## src/rtl/rca_pipe.sv

```systemverilog
// Pipelined ripple-carry adder/subtractor, one CW-bit ripple segment per stage, global-stall handshake.
// Define RCA_PIPE_OVF_EN to add the registered signed-overflow output `ovf`.
module rca_pipe #(
    parameter int WIDTH  = 16,
    parameter int STAGES = 4
) (
    input  logic             clk,
    input  logic             rst,
    input  logic             in_valid,
    output logic             in_ready,
    input  logic [WIDTH-1:0] a,
    input  logic [WIDTH-1:0] b,
    input  logic             cin,
    input  logic             sub,
    output logic             out_valid,
    input  logic             out_ready,
    output logic [WIDTH-1:0] sum,
`ifdef RCA_PIPE_OVF_EN
    output logic             ovf,
`endif
    output logic             cout
);
    localparam int CW = WIDTH / STAGES;

    logic advance;

    assign advance   = !out_valid || out_ready;
    assign in_ready  = advance;
    assign out_valid = g_stage[STAGES-1].valid_q;
    assign sum       = g_stage[STAGES-1].sum_q;
    assign cout      = g_stage[STAGES-1].carry_q;

    for (genvar k = 0; k < STAGES; k++) begin : g_stage
        // Operand bits not yet summed: this stage's chunk plus every chunk above it.
        localparam int RW = WIDTH - k * CW;

        logic [RW-1:0]         src_a;
        logic [RW-1:0]         src_b;
        logic                  src_c;
        logic                  src_v;
        logic [CW:0]           chunk_s;
        logic [(k+1)*CW-1:0]   sum_new;
        logic                  valid_d, valid_q;
        logic                  carry_d, carry_q;
        logic [(k+1)*CW-1:0]   sum_d, sum_q;

        if (k == 0) begin : g_src
            always_comb begin
                src_a   = a;
                src_b   = b ^ {WIDTH{sub}};
                src_c   = cin ^ sub;
                src_v   = in_valid;
                sum_new = chunk_s[CW-1:0];
            end
        end else begin : g_src
            always_comb begin
                src_a   = g_stage[k-1].g_fwd.a_q;
                src_b   = g_stage[k-1].g_fwd.b_q;
                src_c   = g_stage[k-1].carry_q;
                src_v   = g_stage[k-1].valid_q;
                sum_new = {chunk_s[CW-1:0], g_stage[k-1].sum_q};
            end
        end

        always_comb begin
            chunk_s = {1'b0, src_a[CW-1:0]} + {1'b0, src_b[CW-1:0]} + {{CW{1'b0}}, src_c};
        end

        always_comb begin
            valid_d = valid_q;
            carry_d = carry_q;
            sum_d   = sum_q;
            if (advance) begin
                valid_d = src_v;
                carry_d = chunk_s[CW];
                sum_d   = sum_new;
            end else begin
                valid_d = valid_q;
            end
        end

        always_ff @(posedge clk) begin
            if (rst) begin
                valid_q <= 1'b0;
                carry_q <= 1'b0;
                sum_q   <= '0;
            end else begin
                valid_q <= valid_d;
                carry_q <= carry_d;
                sum_q   <= sum_d;
            end
        end

        // Upper operand chunks ride along, skewed one register per stage.
        if (k < STAGES - 1) begin : g_fwd
            logic [RW-CW-1:0] a_d, a_q;
            logic [RW-CW-1:0] b_d, b_q;

            always_comb begin
                if (advance) begin
                    a_d = src_a[RW-1:CW];
                    b_d = src_b[RW-1:CW];
                end else begin
                    a_d = a_q;
                    b_d = b_q;
                end
            end

            always_ff @(posedge clk) begin
                if (rst) begin
                    a_q <= '0;
                    b_q <= '0;
                end else begin
                    a_q <= a_d;
                    b_q <= b_d;
                end
            end
        end

`ifdef RCA_PIPE_OVF_EN
        // Carry into the MSB is recovered as a ^ b ^ sum at that bit.
        if (k == STAGES - 1) begin : g_ovf
            logic ovf_d, ovf_q;

            always_comb begin
                if (advance) begin
                    ovf_d = src_a[CW-1] ^ src_b[CW-1] ^ chunk_s[CW-1] ^ chunk_s[CW];
                end else begin
                    ovf_d = ovf_q;
                end
            end

            always_ff @(posedge clk) begin
                if (rst) begin
                    ovf_q <= 1'b0;
                end else begin
                    ovf_q <= ovf_d;
                end
            end
        end
`endif
    end

`ifdef RCA_PIPE_OVF_EN
    assign ovf = g_stage[STAGES-1].g_ovf.ovf_q;
`endif

endmodule
```

## config.mk

```make
export PLATFORM = sky130hd
export DESIGN_NAME = rca_pipe
export DESIGN_NICKNAME = d
export VERILOG_FILES = /design/src/rtl/rca_pipe.sv
export SDC_FILE = /design/constraint.sdc
export NUM_CORES = 1
export LEC_CHECK = 0
export ABC_AREA = 0
export CAP_MARGIN = 30
export CORE_MARGIN = 8
export CORE_UTILIZATION = 36
export CTS_BUF_LIST = sky130_fd_sc_hd__clkbuf_8
export CTS_CLUSTER_SIZE = 10
export DETAILED_ROUTE_END_ITERATION = 7
export PLACE_DENSITY = 0.64
export SYNTH_ARGS = -nofsm -noshare
export SYNTH_HDL_FRONTEND = slang
export SYNTH_SLANG_ARGS = --single-unit
```

## constraint.sdc

```tcl
create_clock -name clk -period 2.18 [get_ports clk]
set_input_delay 0.436 -clock clk [delete_from_list [all_inputs] [get_ports clk]]
set_output_delay 0.436 -clock clk [all_outputs]
set_load 0.05 [all_outputs]
```

[Word-level counts from Yosys, hierarchy flattened]
Cells that the tools add are included.
Storage, ports and cells
  bits in registers: 96
  output and inout port bits: 19
  memory bits (writable): 0
  logic and storage cells: 30
  memories kept: 0
  bits of input ports: 38
  bits in latches: 0
  memory bits (read-only): 0
Cells by class
  divide/modulo/power cells: 0
  shift operators: 0
  mux-type cells: 0
  equality and inequality tests: 0
  reduce and logical (&&, ||, !) cells: 2
  bitwise operators: 2
  $lt $le $gt $ge: 0
  $add $sub $neg: 8
  multipliers: 0
Operator list (number)
  $add 4x4->5: 4
  $add 5x1->5: 4
  $xor 16x16->16: 1
  $logic_not 1->1: 1
  $logic_or 1x1->1: 1
  $xor 1x1->1: 1

[Logic depth before layout (Yosys ltp)]
  word-level depth: 3
  gate-level depth with buffers: 8
  gate-level depth less buffers: 6

[Worst setup path after synthesis]
Ideal clock, no wire load.
  path type: in2reg
  from: input sub
  to: register g_stage[0].carry_q
  setup slack: -0.176 ns
  setup time: 0.125 ns
  path buffers: 2
  data required time: 2.055 ns
  stages: 8
  data arrival time: 2.231 ns
  cells stage by stage: buf_4 > buf_4 > xor2_1 > fa_1 > fa_1 > a21o_1 > a211oi_1 > a211oi_1
On the way
  word-level cells in the longest chain between the ends: 3
Ends and longest elaborated chain
  from (decl): line 14  | input logic sub,
  $xor 16x16->16: line 50  | src_b = b ^ {WIDTH{sub}};
  $add 4x4->5: line 66  | chunk_s = {1'b0, src_a[CW-1:0]} + {1'b0, src_b[CW-1:0]} + {{CW{1'b0}}, src_c};
  $add 5x1->5 (*): line 66
  to (signal assigned): line 89  | carry_q <= carry_d;
  to (decl): line 44  | logic carry_d, carry_q;
Every way passes the cells marked *; elsewhere a longest branch is shown, timed or not.
A chain may end at the register's enable or synchronous reset.

[Worst setup path after layout]
  from: input b[0]
  to: register g_stage[0].carry_q
On the way
  word-level cells in the longest chain between the ends: 3
Ends and longest elaborated chain
  from (decl): line 12  | input logic [WIDTH-1:0] b,
  $xor 16x16->16: line 50
  $add 4x4->5: line 66
  $add 5x1->5: line 66
No other way between the ends.

==> qor_table.md <==
| Metric | Value |
|:---|:---|
| Result of the run | complete, no violations |
| Cells along the critical path | clkdlybuf4s50_1, xor2_2, fa_2, fa_2, a21o_1, a211oi_2, a211oi_2 |
| Type of origin of the critical path | primary input |
| Count of input and output buffers | 56 |
| Insertion delay to the later sink of the worst-skew pair | 360 ps |
| Worst r2r src | g_stage[2].carry_q$_SDFFE_PP0P_ |
| Delay of the slowest critical-path stage | 450 ps |
| Die area | 15100 sq um |
| Area of placed instances | 4780 sq um |
| Ports | 57 |
| Num rows | 39 |
| Worst-case clock skew | 14.2 ps |
| Reported leakage power | 1.90 nW |
| Yosys warns | 0 |
| Overall power of the completed layout | 0.00355 W |
| Storage cell area | 1920 sq um |
| Worst-margin pin slew | 622 ps |
| Final std cell area, no fill | 5000 sq um |
| Worst endpoint required time | 2390 ps |
| Starting density of the core | 36.6% |
| Origin of the worst setup path | b[0] |
| Net count after synthesis | 530 |
| Worst-path fanout max | 2 |
| Area Growth Syn to Fin | 21.4% |
| Switch Pwr | 0.000987 W |
| Count of pins over their slew limit | 0 |
| Placeable core region | 11300 sq um |
| Cells after Synth | 472 |
| Count of different cell masters after synthesis | 28 |
| Global-route wire length before repair | 14500 um |
| Min Clock Period, post-route | 2130 ps |
| Max clock buf depth | 2 |
| Proportion of power drawn by flip-flops and latches | 54.4% |
| Clock tree from TritonCTS | done |
| Pin count of the biggest net entering global routing | 74 |
| Share of power burned in combinational logic | 14.3% |
| Final Non-Filler Cells | 666 |
| Global placer's final weighted congestion | 0.766 |
| First-pass detailed-route iteration total | 4 |
| Slowest stage cell, crit path | sky130_fd_sc_hd__clkdlybuf4s50_1 |
| Sequential element share of the synthesized area | 46.6% |
| Number of design rule violations left after detail routing | 0 |
| Per-cell routed wire length | 12.8 um |
| Antenna diodes | 0 |
| Commonest non-fill, non-tap cells in the layout | sky130_fd_sc_hd__nand2_1, sky130_fd_sc_hd__dfxtp_1, sky130_fd_sc_hd__a21oi_1 |
| Syn Area/Cell | 8.73 sq um |
| Hold-fix buffers at CTS | 0 |
| Endpoints failing setup | 0 |
| Area of the mapped netlist | 4120 sq um |
| Element type at the critical path end | register |
| Clock network fraction of design power | 31.3% |
| Share of final-layout standard cells stronger than drive strength 1 | 10.3% |
| Antenna Nets Post-Route | 0 |
| Global-route usage over all layers | 11.7% |
| Unrepaired setup endpoints after global routing | no |
| Net count of the finished layout | 576 |
| Die width | 123 um |
| Final HPWL from detailed placement | 5940 um |
| Number of global-route vias before repair | 3120 |
| Die height | 123 um |
| Worst ir drop on vdd | 0.472 mV |
| Filler Cell Count | 1116 |
| Arrival time at the worst endpoint | 2340 ps |
| Detailed router's first-iteration violation count | 139 |
| Multi-input gate area in the final layout | 1990 sq um |
| Cell Int Power | 0.00256 W |
| CTS root buf | sky130_fd_sc_hd__clkbuf_8 |
| Headroom to the max-slew limit | 58.5% |
| Synth Register Bits | 96 |
| Leading cell type in the layout, fill and taps excluded | sky130_fd_sc_hd__nand2_1 |
| Final hold violations | 0 |
| P per Cell Area | 709 nW/um^2 |
| Antenna violations before repair | 0 |
| Worst setup path class | primary input to register |
| Aggregate global routing overflow | 0 |
| Count of vias placed by the detailed router | 3145 |
| Highest attainable clock frequency | 0.470 GHz |
| Clock sink count | 96 |
| Worst-case hold slack | 453 ps |
| Max Cap Viol | 0 |
| Number of CTS-inserted buffers | 9 |
| Switching power as a share of total power | 27.8% |
| Final period util | 97.7% |
| Startpoint of the most critical hold path | g_stage[0].g_fwd.a_q[8]$_SDFFE_PP0P_ |
| Clock transition at the register clock pins on the worst setup and hold paths after CTS | 110 ps |
| Average via count per standard cell | 4.72 |
| H-tree lvl count | 3 |
| Total Routed Length | 8520 um |
| Worst min-delay path class | register to register |
| Dpl cells | 649 |
## through the flow
step | util [%] | setup TNS [ps] | worst slack, ps
after floorplan | - | 0 | 17.3
after global placement | 42.4 | -955 | -358
after detailed placement | 42.4 | -1140 | -406
after CTS | 44.1 | 0 | 8.65
after global routing | 44.4 | 0 | 5.45
final | 44.4 | 0 | 50.4
## state kept, by name, indices dropped and copies added (netlist names)
| signal | flops |
|---|---|
| sum | 16 |
| cout | 1 |
| g_stage.valid_q | 3 |
| out_valid | 1 |
| g_stage.sum_q | 24 |
| g_stage.carry_q | 3 |
| g_stage.g_fwd.a_q | 24 |
| g_stage.g_fwd.b_q | 24 |
## worst paths after layout
check / to / slack (ps) / cells past startpoint
setup / recovery: g_stage[0].carry_q$_SDFFE_PP0P_ / 50 / 7
hold / removal: g_stage[1].g_fwd.a_q[4]$_SDFFE_PP0P_ / 450 / 2
setup reg to reg: cout$_SDFFE_PP0P_ / 320 / 5
hold reg to reg: g_stage[1].g_fwd.a_q[4]$_SDFFE_PP0P_ / 450 / 2
## kinds of logic after synthesis
kind of cell | Yosys count | synth area share (%)
compound gates | 109 | 17.4
xor+xnor | 21 | 4.46
fa+ha+maj | 20 | 7.53
buf+inv | 43 | 5.92
flops | 96 | 46.6
simple gates | 183 | 18.0
## routing by layer
metal / global-route usage (%) / vias up / wire, um
met3: 3.61 / 14 / 434
met1: 14.4 / 1443 / 3980
met4: 3.69 / 0 / 119
met2: 19.2 / 46 / 3990
met5: 0 / - / 0
li1: - / 1642 / -
## cell usage after synthesis
library cell | number | share of area, %
sky130_fd_sc_hd__a2111o_1 | 4 | 1.1
sky130_fd_sc_hd__a21oi_1 | 74 | 9.0
sky130_fd_sc_hd__nand3b_1 | 6 | 1.1
sky130_fd_sc_hd__ha_1 | 12 | 3.6
sky130_fd_sc_hd__dfxtp_1 | 96 | 47
sky130_fd_sc_hd__buf_2 | 19 | 2.3
sky130_fd_sc_hd__buf_4 | 5 | 0.91
sky130_fd_sc_hd__or3_1 | 2 | 0.30
sky130_fd_sc_hd__o211ai_1 | 3 | 0.55
sky130_fd_sc_hd__xor2_1 | 7 | 1.5
sky130_fd_sc_hd__clkbuf_1 | 5 | 0.46
sky130_fd_sc_hd__xnor2_1 | 14 | 3.0
sky130_fd_sc_hd__inv_1 | 8 | 0.73
sky130_fd_sc_hd__a21o_1 | 4 | 0.73
sky130_fd_sc_hd__nor2b_1 | 3 | 0.46
sky130_fd_sc_hd__a211oi_1 | 7 | 1.3
sky130_fd_sc_hd__nand4_1 | 1 | 0.15
sky130_fd_sc_hd__a211oi_2 | 15 | 4.6
sky130_fd_sc_hd__o21ai_0 | 2 | 0.24
sky130_fd_sc_hd__fa_1 | 8 | 3.9
sky130_fd_sc_hd__nor2_1 | 24 | 2.2
sky130_fd_sc_hd__nor3_1 | 1 | 0.12
sky130_fd_sc_hd__inv_4 | 1 | 0.15
sky130_fd_sc_hd__nand2_1 | 141 | 13
sky130_fd_sc_hd__nand3_1 | 2 | 0.24
sky130_fd_sc_hd__buf_6 | 5 | 1.4
sky130_fd_sc_hd__nor2b_4 | 1 | 0.33
sky130_fd_sc_hd__nand2b_1 | 2 | 0.30
## critical path, delay by kind of cell
family | cells | cell delay (ps)
buffers and inverters | 1 | 450
XOR/XNOR | 1 | 200
adder cells (fa/ha/maj) | 2 | 770
AO/OA/AOI/OAI | 3 | 490
## power groups by stage
stage / registers (W) / clock network [W] / logic [W]
after floorplan: 0.00200 / 0 / 0.000299
after global placement: 0.00197 / 0 / 0.000493
after global routing: 0.00195 / 0.00123 / 0.000562
after detailed placement: 0.00197 / 0 / 0.000505
final: 0.00193 / 0.00111 / 0.000506
after CTS: 0.00193 / 0.00116 / 0.000509
## cell type report
| type | count | area share (%) |
|---|---|---|
| clock inverter | 7 | 1.43 |
| clock buffer | 9 | 2.48 |
| multi-input combinational | 333 | 39.7 |
| inverter | 9 | 0.725 |
| timing repair buffer | 69 | 13.7 |
| sequential | 96 | 38.4 |
| tap | 143 | 3.58 |
## what timing repair did
| action | CTS | global route |
|---|---|---|
| setup endpoints to repair | 1 | 1 |
| gates resized for setup | 0 | 4 |
| pin swaps | 1 | 4 |
| buffers inserted | 0 | 1 |
(Power assumes the default switching activity.)
